--- src/rtl/alu_writeback_pipe_if.sv ---
// Instruction issue and register-bank bundle between the upstream issuer,
// the register bank and the ALU writeback pipe.
interface alu_writeback_pipe_if;
   logic        in_valid;
   logic        in_ready;
   logic [2:0]  opcode;
   logic [4:0]  in_sr1;
   logic [4:0]  in_sr2;
   logic [4:0]  in_dr;
   logic [4:0]  sr1;
   logic [4:0]  sr2;
   logic [31:0] read_data_1;
   logic [31:0] read_data_2;
   logic [4:0]  dr;
   logic        write;
   logic [31:0] write_data;

   // Upstream issuer plus register bank, seen from outside the pipe.
   modport master (
      output in_valid, opcode, in_sr1, in_sr2, in_dr, read_data_1, read_data_2,
      input  in_ready, sr1, sr2, dr, write, write_data
   );

   // The pipe itself.
   modport slave (
      input  in_valid, opcode, in_sr1, in_sr2, in_dr, read_data_1, read_data_2,
      output in_ready, sr1, sr2, dr, write, write_data
   );
endinterface

--- src/rtl/alu_writeback_pipe.sv ---
// Three-stage ALU pipe (accept/operand read, EX, WB) with EX/WB operand
// forwarding and a 4-cycle multiply that stalls issue while it runs.
module alu_writeback_pipe (
   input  logic                 clk,
   input  logic                 reset,
   alu_writeback_pipe_if.slave  bus
);

   typedef enum logic [2:0] {
      OP_ADD = 3'd0,
      OP_SUB = 3'd1,
      OP_AND = 3'd2,
      OP_OR  = 3'd3,
      OP_XOR = 3'd4,
      OP_SLT = 3'd5,
      OP_MUL = 3'd6,
      OP_NOP = 3'd7
   } op_e;

   logic        ex_valid;
   op_e         ex_op;
   logic [4:0]  ex_dr;
   logic [31:0] ex_a;
   logic [31:0] ex_b;
   logic [1:0]  ex_cnt;

   logic        wb_valid;
   logic        wb_nop;
   logic [4:0]  wb_dr;
   logic [31:0] wb_data;

   logic        ex_stall;
   logic        ex_fwd_ok;
   logic        take;
   logic [31:0] ex_result;
   logic [31:0] opnd_a;
   logic [31:0] opnd_b;

   assign bus.sr1 = bus.in_sr1;
   assign bus.sr2 = bus.in_sr2;

   // A MUL with a nonzero count still owns EX; everything upstream waits.
   assign ex_stall     = ex_valid && (ex_op == OP_MUL) && (ex_cnt != 2'd0);
   assign bus.in_ready = !reset && !ex_stall;
   assign take         = bus.in_valid && bus.in_ready;
   assign ex_fwd_ok    = ex_valid && !ex_stall && (ex_op != OP_NOP);

   assign bus.write      = wb_valid && !wb_nop;
   assign bus.dr         = wb_dr;
   assign bus.write_data = wb_data;

   always_comb begin
      ex_result = 32'd0;
      unique case (ex_op)
         OP_ADD:  ex_result = ex_a + ex_b;
         OP_SUB:  ex_result = ex_a - ex_b;
         OP_AND:  ex_result = ex_a & ex_b;
         OP_OR:   ex_result = ex_a | ex_b;
         OP_XOR:  ex_result = ex_a ^ ex_b;
         OP_SLT:  ex_result = ($signed(ex_a) < $signed(ex_b)) ? 32'd1 : 32'd0;
         OP_MUL:  ex_result = ex_a * ex_b;
         OP_NOP:  ex_result = 32'd0;
         default: ex_result = 32'd0;
      endcase
   end

   // Youngest producer wins: EX result, then the value being written back, then the bank.
   always_comb begin
      opnd_a = bus.read_data_1;
      if (ex_fwd_ok && (ex_dr == bus.in_sr1)) begin
         opnd_a = ex_result;
      end else if (bus.write && (bus.dr == bus.in_sr1)) begin
         opnd_a = bus.write_data;
      end
   end

   always_comb begin
      opnd_b = bus.read_data_2;
      if (ex_fwd_ok && (ex_dr == bus.in_sr2)) begin
         opnd_b = ex_result;
      end else if (bus.write && (bus.dr == bus.in_sr2)) begin
         opnd_b = bus.write_data;
      end
   end

   always_ff @(posedge clk) begin
      if (reset) begin
         ex_valid <= 1'b0;
         ex_op    <= OP_NOP;
         ex_dr    <= 5'd0;
         ex_a     <= 32'd0;
         ex_b     <= 32'd0;
         ex_cnt   <= 2'd0;
         wb_valid <= 1'b0;
         wb_nop   <= 1'b1;
         wb_dr    <= 5'd0;
         wb_data  <= 32'd0;
      end else if (ex_stall) begin
         ex_cnt   <= ex_cnt - 2'd1;
         wb_valid <= 1'b0;
         wb_nop   <= 1'b1;
      end else begin
         wb_valid <= ex_valid;
         wb_nop   <= (ex_op == OP_NOP);
         if (ex_valid && (ex_op != OP_NOP)) begin
            wb_dr   <= ex_dr;
            wb_data <= ex_result;
         end
         ex_valid <= take;
         if (take) begin
            ex_op  <= op_e'(bus.opcode);
            ex_dr  <= bus.in_dr;
            ex_a   <= opnd_a;
            ex_b   <= opnd_b;
            ex_cnt <= (op_e'(bus.opcode) == OP_MUL) ? 2'd3 : 2'd0;
         end else begin
            ex_cnt <= 2'd0;
         end
      end
   end

endmodule

--- src/flat_wrapper.sv ---
// flat-port wrapper written by rule: the top's interface ports become plain ports
module alu_writeback_pipe_flat 
  (clk, reset, bus_in_valid, bus_opcode, bus_in_sr1, bus_in_sr2, bus_in_dr, bus_read_data_1, bus_read_data_2, bus_in_ready, bus_sr1, bus_sr2, bus_dr, bus_write, bus_write_data);
  alu_writeback_pipe_if bus_i ();
  input  logic clk;
  input  logic reset;
  input wire logic [$bits(bus_i.in_valid)-1:0] bus_in_valid;
  input wire logic [$bits(bus_i.opcode)-1:0] bus_opcode;
  input wire logic [$bits(bus_i.in_sr1)-1:0] bus_in_sr1;
  input wire logic [$bits(bus_i.in_sr2)-1:0] bus_in_sr2;
  input wire logic [$bits(bus_i.in_dr)-1:0] bus_in_dr;
  input wire logic [$bits(bus_i.read_data_1)-1:0] bus_read_data_1;
  input wire logic [$bits(bus_i.read_data_2)-1:0] bus_read_data_2;
  output wire logic [$bits(bus_i.in_ready)-1:0] bus_in_ready;
  output wire logic [$bits(bus_i.sr1)-1:0] bus_sr1;
  output wire logic [$bits(bus_i.sr2)-1:0] bus_sr2;
  output wire logic [$bits(bus_i.dr)-1:0] bus_dr;
  output wire logic [$bits(bus_i.write)-1:0] bus_write;
  output wire logic [$bits(bus_i.write_data)-1:0] bus_write_data;
  assign bus_i.in_valid = bus_in_valid;
  assign bus_i.opcode = bus_opcode;
  assign bus_i.in_sr1 = bus_in_sr1;
  assign bus_i.in_sr2 = bus_in_sr2;
  assign bus_i.in_dr = bus_in_dr;
  assign bus_i.read_data_1 = bus_read_data_1;
  assign bus_i.read_data_2 = bus_read_data_2;
  assign bus_in_ready = bus_i.in_ready;
  assign bus_sr1 = bus_i.sr1;
  assign bus_sr2 = bus_i.sr2;
  assign bus_dr = bus_i.dr;
  assign bus_write = bus_i.write;
  assign bus_write_data = bus_i.write_data;
  alu_writeback_pipe u_core (.clk(clk), .reset(reset), .bus(bus_i));
endmodule
--- config.mk ---
export PLATFORM = sky130hd
export DESIGN_NAME = alu_writeback_pipe_flat
export DESIGN_NICKNAME = d
export VERILOG_FILES = /design/src/rtl/alu_writeback_pipe_if.sv /design/src/rtl/alu_writeback_pipe.sv /design/src/flat_wrapper.sv
export SDC_FILE = /design/constraint.sdc
export NUM_CORES = 2
export LEC_CHECK = 0
export ABC_AREA = 1
export ABC_CLOCK_PERIOD_IN_PS = 7630
export CAP_MARGIN = 20
export CORE_AREA = 8 8 347 248
export CTS_CLUSTER_DIAMETER = 150
export CTS_CLUSTER_SIZE = 30
export DETAILED_ROUTE_END_ITERATION = 6
export DIE_AREA = 0 0 355 256
export PLACE_DENSITY = 0.48
export SYNTH_ARGS = -nofsm -noshare
export SYNTH_HDL_FRONTEND = slang
export SYNTH_SLANG_ARGS = --single-unit
--- constraint.sdc ---
create_clock -name clk -period 7.63 [get_ports clk]
set_clock_uncertainty 0.2 [all_clocks]
set_input_delay 1.1445 -clock clk [delete_from_list [all_inputs] [get_ports clk]]
set_output_delay 1.1445 -clock clk [all_outputs]
set_load 0.05 [all_outputs]
==> results.yml <==
outcome:
  outcome: "complete, no violations"
floorplan:
  rows: 88
  fp.dieH_um: 256
  dieArea_um2: 90900
  core-area_um2: 81000
  fp.dieW_um: 355
  start_util_pct: 34.5
  top_level_ports: 134
layout:
  drive_gt1_share_pct: 9.64
  nFillCells: 8703
  nNetsFinal: 4881
  area_delta_synth_final_pct: 16.3
route:
  viasPerCell: 5.00
  routed_wl_um: 116000
  drtPass1Iterations: 6
  first_iter_violations: 2323
  drc_errors: 0
  antenna_left: 0
  wl_per_cell_um: 22.1
  vias: 26325
synth:
  synth_common_cells: "nand2_1, inv_1, fa_1, a21oi_1, ha_1"
  postSynthAreaPerCell_um2: 6.95
  synth_warnings: 0
  syn_area_um2: 27900
  yosys.area.top_type: "fa_1"
  syn_nets: 4736
  netlist_instances: 4021
  synth-edff-count: 0
  synthMostInstantiatedCell: "nand2_1"
  synth_top_flop_cell: "dfxtp_1"
  yosysTopAreaCellShare_pct: 29.4
  ys_seq_area_share_pct: 8.17
  ys_ff_latch: 114
  ys_top_cells_by_area: "fa_1, nand2_1, inv_1"
  synthArstFlopShare_pct: 0
  synthDistinctLibCells: 67
setup_path:
  worstPathArrival_ns: 7.52
  r2r.worst_path.cells: 27
  reg2reg_from: "u_core.ex_b[7]"
  critPathSlowestCell: "fa_1"
  cp_common_cell: "fa_1"
  start_kind: "flop"
  crit_buf_inv: 6
  path_depth: 27
  reg2reg_setup_slack_ns: 0.22
  cpPeakStageDelay_ns: 0.53
  cp-end-kind: "flop"
  crit_fanout: 3
  r2r_end: "u_core.ex_a[17]"
  critPathRequiredTime_ns: 7.75
  worstSetupPathType: "reg -> reg"
  cp_top_family: "adder cells"
clock_tree:
  worstSkewPairLatency_ns: 0.46
  max-clock-path-buffers: 2
  numCtsBuffers: 17
  cts_tree: "done"
  cts_hold_buf: 0
  path_clk_slew_ns: 0.07
  root_buffer: "clkbuf_16"
  cts_sinks: 114
  h-tree-depth: 4
sta:
  slew_viol_final: 0
  worstMarginPinSlew_ns: 1.21
  tns_ns: 0
  setup_violations: 0
  slew_headroom_pct: 19.4
  fin_crit_ns: 7.41
  post-route-period-util_pct: 97.1
  hold_viol: 0
  max_freq_ghz: 0.135
  rsz0062_at_grt: "true"
worst_hold_path:
  min_path_cells: 2
  worstHoldPathType: "reg -> reg"
  hp-start: "u_core.ex_b[13]"
  hold_end: "u_core.ex_b[13]"
power_and_ir_drop:
  peakVddDrop_uv: 169
  power_mw: 3.12
  leakagePower_nw: 17.6
  power_density_nw_per_um2: 96.0
placed_design:
  numPortBuffers: 133
  gp_congestion: 1.02
  place_hpwl_um: 96000
global_routing:
  gr-total-overflow: 0
  grt_pass1_wl_um: 175000
  grt_max_degree: 64
  grtUsageMet2_pct: 36.7
  use_met1_pct: 39.4
  grt_usage_pct: 25.4
  met3_usage_pct: 4.46
  antenna_found_initial: 5
  busiest_layer: "met1"
  grt_pass1_vias: 25560
flow_run:
  drv_cap: 0
==> worst max path at each step <==
stage,start,end
4_1_cts,u_core.ex_a[19],u_core.ex_a[31]
6_report,u_core.ex_b[7],u_core.ex_a[17]
3_5_place_dp,u_core.ex_a[18],u_core.ex_a[31]
3_3_place_gp,u_core.ex_a[18],u_core.ex_b[31]
2_1_floorplan,u_core.ex_b[3],u_core.ex_a[24]
5_1_grt,u_core.ex_a[11],u_core.ex_a[31]
==> stage by stage <==
stage	setup WS [ns]	cells	hold WS (ns)	cell area, um2	utilization [%]
floorplan	0.638	4021	0.275	27900	-
global placement	-0.0722	5223	0.296	31600	38.9
detailed placement	-0.0559	5224	0.296	31600	39.0
CTS	0.00721	5256	0.305	32200	39.7
global route	-0.0475	5260	0.322	32500	40.1
finish	0.222	5260	0.302	32500	40.1
==> cell usage in the layout (no fill, tap or decap), drive strengths merged, types with 30 or more instances in the layout <==
master         count
nand2           1010
a21oi            247
buf              213
clkdlybuf4s50    132
nand3            151
xor2              37
inv             1015
ha               220
dfxtp            114
o211ai            50
o21ai            198
nor2             140
fa               410
nand4             30
==> power by group <==
| part | internal, mW | total [mW] | switching (mW) |
|---|---|---|---|
| sequential | 0.631 | 0.691 | 0.0606 |
| combinational | 0.545 | 1.52 | 0.978 |
| clock | 0.529 | 0.903 | 0.374 |
==> per-layer routing <==
layer / wire length, um / vias up / share of wire, %
li1: - / 12424 / -
met1: 57500 / 12946 / 49
met2: 48400 / 880 / 42
met3: 8760 / 71 / 7.5
met4: 1850 / 4 / 1.6
met5: 26 / - / 0.022
==> worst min-delay path, delay by kind of cell (launching register included) <==
kind / cells / cell delay (ns)
AND/OR/NAND/NOR: 1 / 0.07
AO/OA/AOI/OAI: 1 / 0.06
flip-flops: 1 / 0.33
==> cells by family (layout without fill, tap and decap cells) <==
family	count (synthesis)	in the layout	share of synthesized area, %
compound gates	610	610	13.3
xor+xnor	45	45	1.41
fa+ha+maj	630	630	39.2
buf+inv	1234	1392	17.3
flops	114	114	8.17
other cells	0	1	0
simple gates	1388	1388	20.6
==> layout make-up <==
type | count | area [um2] | share of cell area, %
antenna | 1 | 2.50 | 0.00770
clock buffer | 19 | 443 | 1.36
clock inverter | 13 | 176 | 0.543
inverter | 1013 | 3810 | 11.7
multi-input combinational | 2673 | 21000 | 64.6
sequential | 114 | 2320 | 7.16
tap | 1080 | 1350 | 4.16
timing repair buffer | 347 | 3380 | 10.4
==> timing repair <==
action / in CTS / in global routing
pin swaps: 0 / 11
endpoints found under the setup margin: 4 / 40
cloned: 0 / 1
gates resized for setup: 6 / 70
buffers inserted: 0 / 1
==> sequential cells by signal, indices dropped and copies added (netlist names) <==
| register | count |
|---|---|
| u_core.bus.dr | 5 |
| u_core.bus.write_data | 32 |
| u_core.ex_a | 32 |
| u_core.ex_b | 32 |
| u_core.ex_cnt | 2 |
| u_core.ex_dr | 5 |
| u_core.ex_op | 3 |
| u_core.ex_valid | 1 |
| u_core.wb_nop | 1 |
| u_core.wb_valid | 1 |
No activity file was read; power rests on OpenSTA's default activity.
